--- src/rtl/neuron_accum_if.sv ---
`default_nettype none
// +----------------------------------------------------------------------------+
// | Module      : neuron_accum_if                                              |
// | Description : Stream bundle for neuron_accum. It carries the incoming     |
// |               Q1.6 term stream (in_*) and the outgoing saturated result    |
// |               stream (out_*).                                              |
// |               slave  : the accumulator side. It consumes in_* and          |
// |                        produces out_*.                                     |
// |               master : the surrounding logic. It drives in_* and out_ready.|
// | Revision    : 1.0  initial release                                         |
// +----------------------------------------------------------------------------+
interface neuron_accum_if;
   logic       in_valid;   // in_data carries a term
   logic       in_ready;   // accumulator accepts a term this cycle
   logic [7:0] in_data;    // signed Q1.6 term
   logic       out_valid;  // out_data/out_ovr hold a result
   logic       out_ready;  // downstream accepts the result
   logic [7:0] out_data;   // signed Q1.6 saturated sum
   logic       out_ovr;    // saturation occurred for this result

   modport slave (
      input  in_valid, in_data, out_ready,
      output in_ready, out_valid, out_data, out_ovr
   );

   modport master (
      output in_valid, in_data, out_ready,
      input  in_ready, out_valid, out_data, out_ovr
   );
endinterface
`default_nettype wire

--- src/rtl/neuron_accum.sv ---
`default_nettype none
// +----------------------------------------------------------------------------+
// | Module      : neuron_accum                                                 |
// | Description : Sums N_IN consecutive signed Q1.6 terms at full ACC_W        |
// |               precision. It saturates the final sum to 8-bit Q1.6, flags   |
// |               overflow, and holds one registered result on a valid/ready   |
// |               output.                                                      |
// | Ports       : clk    - rising-edge clock                                   |
// |               rst    - asynchronous active-low reset                       |
// |               enable - freezes all state when low                          |
// |               bus    - neuron_accum_if.slave. Provides the in_valid/       |
// |                        in_ready/in_data term stream and the out_valid/     |
// |                        out_ready/out_data/out_ovr result stream.           |
// |               busy   - a group is in progress or a result is held          |
// | Options     : NEURON_ACCUM_RELU_EN - applies ReLU after saturation. A      |
// |               negative result becomes 0x00, and out_ovr keeps the          |
// |               saturation flag.                                             |
// | Revision    : 1.0  initial release                                         |
// +----------------------------------------------------------------------------+
module neuron_accum #(
   parameter int N_IN  = 4,   // terms per output, >= 1
   parameter int ACC_W = 12   // >= 8 + ceil(log2(N_IN))
) (
   input  wire logic       clk,
   input  wire logic       rst,
   input  wire logic       enable,
   neuron_accum_if.slave   bus,
   output      logic       busy
);

   localparam int                    c_cnt_w   = (N_IN > 1) ? $clog2(N_IN) : 1;
   localparam logic [c_cnt_w-1:0]    c_last    = c_cnt_w'(N_IN - 1);
   localparam logic signed [ACC_W-1:0] c_sat_max = ACC_W'(127);
   localparam logic signed [ACC_W-1:0] c_sat_min = ACC_W'(-128);

   typedef enum logic [1:0] {
      S_IDLE  = 2'd0,
      S_ACCUM = 2'd1,
      S_HOLD  = 2'd2
   } state_t;

   state_t                    r_state,     w_state_nxt;
   logic signed [ACC_W-1:0]   r_acc,       w_acc_nxt;
   logic [c_cnt_w-1:0]        r_cnt,       w_cnt_nxt;
   logic                      r_out_valid, w_out_valid_nxt;
   logic [7:0]                r_out_data,  w_out_data_nxt;
   logic                      r_out_ovr,   w_out_ovr_nxt;

   logic                      w_in_ready;
   logic                      w_accept;
   logic signed [ACC_W-1:0]   w_term;
   logic signed [ACC_W-1:0]   w_sum;
   logic [7:0]                w_sat_data;
   logic                      w_sat_ovr;
   logic [7:0]                w_res_data;

   // in_ready comes only from registered state and enable. It has no
   // combinational path from in_valid.
   assign w_in_ready = enable & (r_state != S_HOLD);
   assign w_accept   = bus.in_valid & w_in_ready;

   // acc is zero whenever the FSM is in IDLE. The same adder therefore
   // serves the first term and later terms. in_data reaches state only
   // through w_accept, so X on in_data while in_valid is low never
   // propagates.
   assign w_term = ACC_W'($signed(bus.in_data));
   assign w_sum  = r_acc + w_term;

   always_comb begin
      w_sat_data = w_sum[7:0];
      w_sat_ovr  = 1'b0;
      if (w_sum > c_sat_max) begin
         w_sat_data = 8'h7F;
         w_sat_ovr  = 1'b1;
      end else if (w_sum < c_sat_min) begin
         w_sat_data = 8'h80;
         w_sat_ovr  = 1'b1;
      end
   end

`ifdef NEURON_ACCUM_RELU_EN
   assign w_res_data = w_sat_data[7] ? 8'h00 : w_sat_data;
`else
   assign w_res_data = w_sat_data;
`endif

   always_comb begin
      w_state_nxt     = r_state;
      w_acc_nxt       = r_acc;
      w_cnt_nxt       = r_cnt;
      w_out_valid_nxt = r_out_valid;
      w_out_data_nxt  = r_out_data;
      w_out_ovr_nxt   = r_out_ovr;
      case (r_state)
         S_IDLE, S_ACCUM: begin
            if (w_accept) begin
               // cnt counts the terms already summed. When N_IN is 1,
               // the first term is also the final term.
               if (r_cnt == c_last) begin
                  w_out_data_nxt  = w_res_data;
                  w_out_ovr_nxt   = w_sat_ovr;
                  w_out_valid_nxt = 1'b1;
                  w_acc_nxt       = '0;
                  w_cnt_nxt       = '0;
                  w_state_nxt     = S_HOLD;
               end else begin
                  w_acc_nxt   = w_sum;
                  w_cnt_nxt   = r_cnt + c_cnt_w'(1);
                  w_state_nxt = S_ACCUM;
               end
            end
         end
         S_HOLD: begin
            if (enable && bus.out_ready) begin
               w_out_valid_nxt = 1'b0;
               w_state_nxt     = S_IDLE;
            end
         end
         default: begin
            w_state_nxt = S_IDLE;
         end
      endcase
   end

   always_ff @(posedge clk or negedge rst) begin
      if (!rst) begin
         r_state     <= S_IDLE;
         r_acc       <= '0;
         r_cnt       <= '0;
         r_out_valid <= 1'b0;
         r_out_data  <= 8'h00;
         r_out_ovr   <= 1'b0;
      end else begin
         r_state     <= w_state_nxt;
         r_acc       <= w_acc_nxt;
         r_cnt       <= w_cnt_nxt;
         r_out_valid <= w_out_valid_nxt;
         r_out_data  <= w_out_data_nxt;
         r_out_ovr   <= w_out_ovr_nxt;
      end
   end

   assign bus.in_ready  = w_in_ready;
   assign bus.out_valid = r_out_valid;
   assign bus.out_data  = r_out_data;
   assign bus.out_ovr   = r_out_ovr;
   assign busy          = (r_state == S_ACCUM) | (r_state == S_HOLD);

endmodule
`default_nettype wire

--- src/flat_wrapper.sv ---
// flat-port wrapper written by rule: the top's interface ports become plain ports
module neuron_accum_flat 
#(
   parameter int N_IN  = 4,                            
   parameter int ACC_W = 12                             
)
  (clk, rst, enable, busy, bus_in_valid, bus_in_data, bus_out_ready, bus_in_ready, bus_out_valid, bus_out_data, bus_out_ovr);
  neuron_accum_if bus_i ();
  input  wire logic clk;
  input  wire logic rst;
  input  wire logic enable;
  output      logic busy;
  input wire logic [$bits(bus_i.in_valid)-1:0] bus_in_valid;
  input wire logic [$bits(bus_i.in_data)-1:0] bus_in_data;
  input wire logic [$bits(bus_i.out_ready)-1:0] bus_out_ready;
  output wire logic [$bits(bus_i.in_ready)-1:0] bus_in_ready;
  output wire logic [$bits(bus_i.out_valid)-1:0] bus_out_valid;
  output wire logic [$bits(bus_i.out_data)-1:0] bus_out_data;
  output wire logic [$bits(bus_i.out_ovr)-1:0] bus_out_ovr;
  assign bus_i.in_valid = bus_in_valid;
  assign bus_i.in_data = bus_in_data;
  assign bus_i.out_ready = bus_out_ready;
  assign bus_in_ready = bus_i.in_ready;
  assign bus_out_valid = bus_i.out_valid;
  assign bus_out_data = bus_i.out_data;
  assign bus_out_ovr = bus_i.out_ovr;
  neuron_accum #(.N_IN(N_IN), .ACC_W(ACC_W)) u_core (.clk(clk), .rst(rst), .enable(enable), .bus(bus_i), .busy(busy));
endmodule
--- config.mk ---
export PLATFORM = sky130hd
export DESIGN_NAME = neuron_accum_flat
export DESIGN_NICKNAME = d
export VERILOG_FILES = /design/src/rtl/neuron_accum_if.sv /design/src/rtl/neuron_accum.sv /design/src/flat_wrapper.sv
export SDC_FILE = /design/constraint.sdc
export NUM_CORES = 1
export LEC_CHECK = 0
export ABC_AREA = 1
export CORE_MARGIN = 2
export CORE_UTILIZATION = 32
export DETAILED_ROUTE_END_ITERATION = 8
export DONT_BUFFER_PORTS = 1
export PLACE_DENSITY = 0.53
export SLEW_MARGIN = 20
export SYNTH_ARGS = -nofsm -noshare
export SYNTH_HDL_FRONTEND = slang
export SYNTH_SLANG_ARGS = --single-unit
export TNS_END_PERCENT = 30
--- constraint.sdc ---
create_clock -name clk -period 3.5 [get_ports clk]
set_input_delay 0.35 -clock clk [delete_from_list [all_inputs] [get_ports clk]]
set_output_delay 0.35 -clock clk [all_outputs]
set_load 0.02 [all_outputs]
==> flow_summary_export.csv <==
group,metric,value,unit
status,status,"finished, final reports clean",
yosys,ys_types,28,
clocking,cts_sinks,26,
global_route,grt_pass1_vias,1495,
cells_and_area,fin_nets,278,
cells_and_area,utilization,0.364,
clocking,path_clk_slew,90,ps
yosys,yosys_warnings,0,
clocking,cts_buffers,3,
yosys,syn_inst,243,
timing,setup_ws,964,ps
floorplan,core,5510,um^2
setup_path,path_class,"register to register",
worst_hold_path,hold_path.class,"input pin to register",
setup_path,cp_top_family,"simple AND/OR/NAND/NOR gates",
timing,drv_slew,0,
timing,period_share,0.725,
clocking,htreeDepth,1,
job,max_cap_viol_count,0,
yosys,avgSynthCellArea,7.54,um^2
placement,dp_slack,890,ps
yosys,synth_top_area_frac,0.355,
global_route,grt_pass1_wl,7140,um
clocking,cts_tree,"built",
yosys,synth_top_cell_by_area,"dfrtp_1",
setup_path,path_max_fanout,14,
timing,finalSetupViolations,0,
setup_path,cp.arrival,2730,ps
floorplan,die_area,6350,um^2
pwr,finalPower,1.89,mW
timing,tns,0,ps
timing,clock_skew,3.42,ps
global_route,grt.overflow.total,0,
floorplan,io_pins,25,
routing,avgViaCountPerCell,4.62,
timing,timing.hold.ws,362,ps
timing,period_needed,2540,ps
routing,wirelength,4100,um
cells_and_area,fin_area,2000,um^2
placement,place_inst,314,
global_route,grt_max_degree,27,
placement,post-dp-hpwl,3280,um
setup_path,endpoint_kind,"register",
global_route,antenna_found_initial,0,
floorplan,start_util,0.333,
cells_and_area,syn_to_final_growth,9.29,%
routing,wl_per_cell,12.8,um
yosys,syn_nets,272,
yosys,synth_seq_area_share,0.355,
timing,timing.fmax,0.394,GHz
yosys,synth_ff_type,"dfrtp_1",
setup_path,startpoint_type,"register",
setup_path,cpMaxStageDelayCell,"dfrtp_1",
global_route,grtUsageMet1,0.191,
floorplan,die_x,79.7,um
routing,ant_nets,0,
routing,drcViolationCount,0,
cells_and_area,final_cells,320,
yosys,synth_area_leaders,"dfrtp_1, nand2_1, ha_1",
setup_path,slowest_delay,390,ps
pwr,p_leak,1.05,nW
routing,vias,1478,
cells_and_area,layout_common_cells,"nand2_1, inv_1, dfrtp_1, nor2_1, ha_1",
placement,placed_cell_area,1920,um^2
yosys,ys_ff_latch,26,
pwr,peakVddDrop,312,uV
pwr,power_density,944,nW/um^2
timing,rsz0062_at_grt,"false",
yosys,synth-edff-count,0,
cells_and_area,mostFrequentLayoutCell,"nand2_1",
yosys,synth_area,1830,um^2
global_route,grt_usage,0.141,
placement,place.gp.congestion,0.795,
clocking,root_buffer,"clkbuf_8",
setup_path,worst-path-buf-inv,3,
routing,dr.pass1.iters,4,
timing,finalHoldViolCount,0,
yosys,async_flop_share,1.00,
placement,port_buffers,0,
clocking,clockBufferDepth,2,
setup_path,cp.required,3690,ps
floorplan,die_h,79.7,um
global_route,use_met3,0.0226,
timing,slew_headroom,0.672,
clocking,clock_latency,270,ps
floorplan,num_rows,27,
timing,worst_slew_pin_slew,492,ps
global_route,use_met2,0.226,
cells_and_area,drive_above_1_share,0.109,
setup_path,cp_common_cell,"inv_1",
setup_path,crit_chain,"inv_1, ha_1, nor2_1, nand2_1, nor2_1, inv_1, nor2_4, inv_1, o21ai_0",
global_route,grt-busiest-layer,"met2",
routing,drt-initial-drc-count,105,
cells_and_area,n_antenna_cell,0,
[worst paths after layout]
check / from / slack (ps) / endpoint / cells after the start
setup / recovery: u_core.r_state[0] / 960 / u_core.r_acc[7] / 9
hold / removal: bus_in_data[0] / 360 / u_core.r_acc[0] / 2
setup reg to reg: u_core.r_state[0] / 960 / u_core.r_acc[7] / 9
hold reg to reg: u_core.r_cnt[1] / 490 / u_core.r_cnt[1] / 2
max in group asynchronous: rst / 2830 / u_core.r_acc[10] / 2
min in group asynchronous: rst / 520 / u_core.bus.out_data[3] / 2
[routing by layer]
layer	up-vias	part of all wire
met5	-	0
met4	0	0.021
met3	6	0.030
met2	17	0.46
met1	666	0.49
li1	789	-
[layout make-up]
class                   count  area [um^2]
repair buffers              2         30.0
fillers                   578         3500
multi-input cells         180         1040
inverters                  36          135
clock buffers               4         55.1
flip-flops and latches     26          651
well taps                  72         90.1
[synthesized netlist by cell type, drive strengths merged (2+ instances only)]
cell	instances
dfrtp	26
nor2	21
xor2	2
o21ai	11
ha	15
nand4	4
xnor2	4
nand3	14
nand2	81
inv	36
a22o	5
a21oi	16
[report_power, final]
part | leakage, nW | switching [mW] | internal, mW
Clock | 0.0288 | 0.0960 | 0.101
Sequential | 0.318 | 0.174 | 0.443
Combinational | 0.704 | 0.683 | 0.393
[sequential cells by signal, indices dropped and copies added (netlist names)]
name	count
u_core.bus.out_ovr	1
u_core.bus.out_data	8
u_core.r_cnt	2
u_core.r_acc	12
u_core.r_state	2
u_core.bus.out_valid	1
[cells by family after synthesis]
kind of cell / count (synthesis) / synth area share
simple gates: 123 / 0.305
compound gates: 35 / 0.122
xor+xnor: 6 / 0.0287
flops: 26 / 0.355
fa+ha+maj: 16 / 0.113
buf+inv: 37 / 0.0765
[repair_timing]
item	CTS	global route
resized for setup	0	0
buffers inserted	0	0
endpoints found under the hold margin	26	0
hold buffers	2	0
Power figures use the tool's default switching activity.
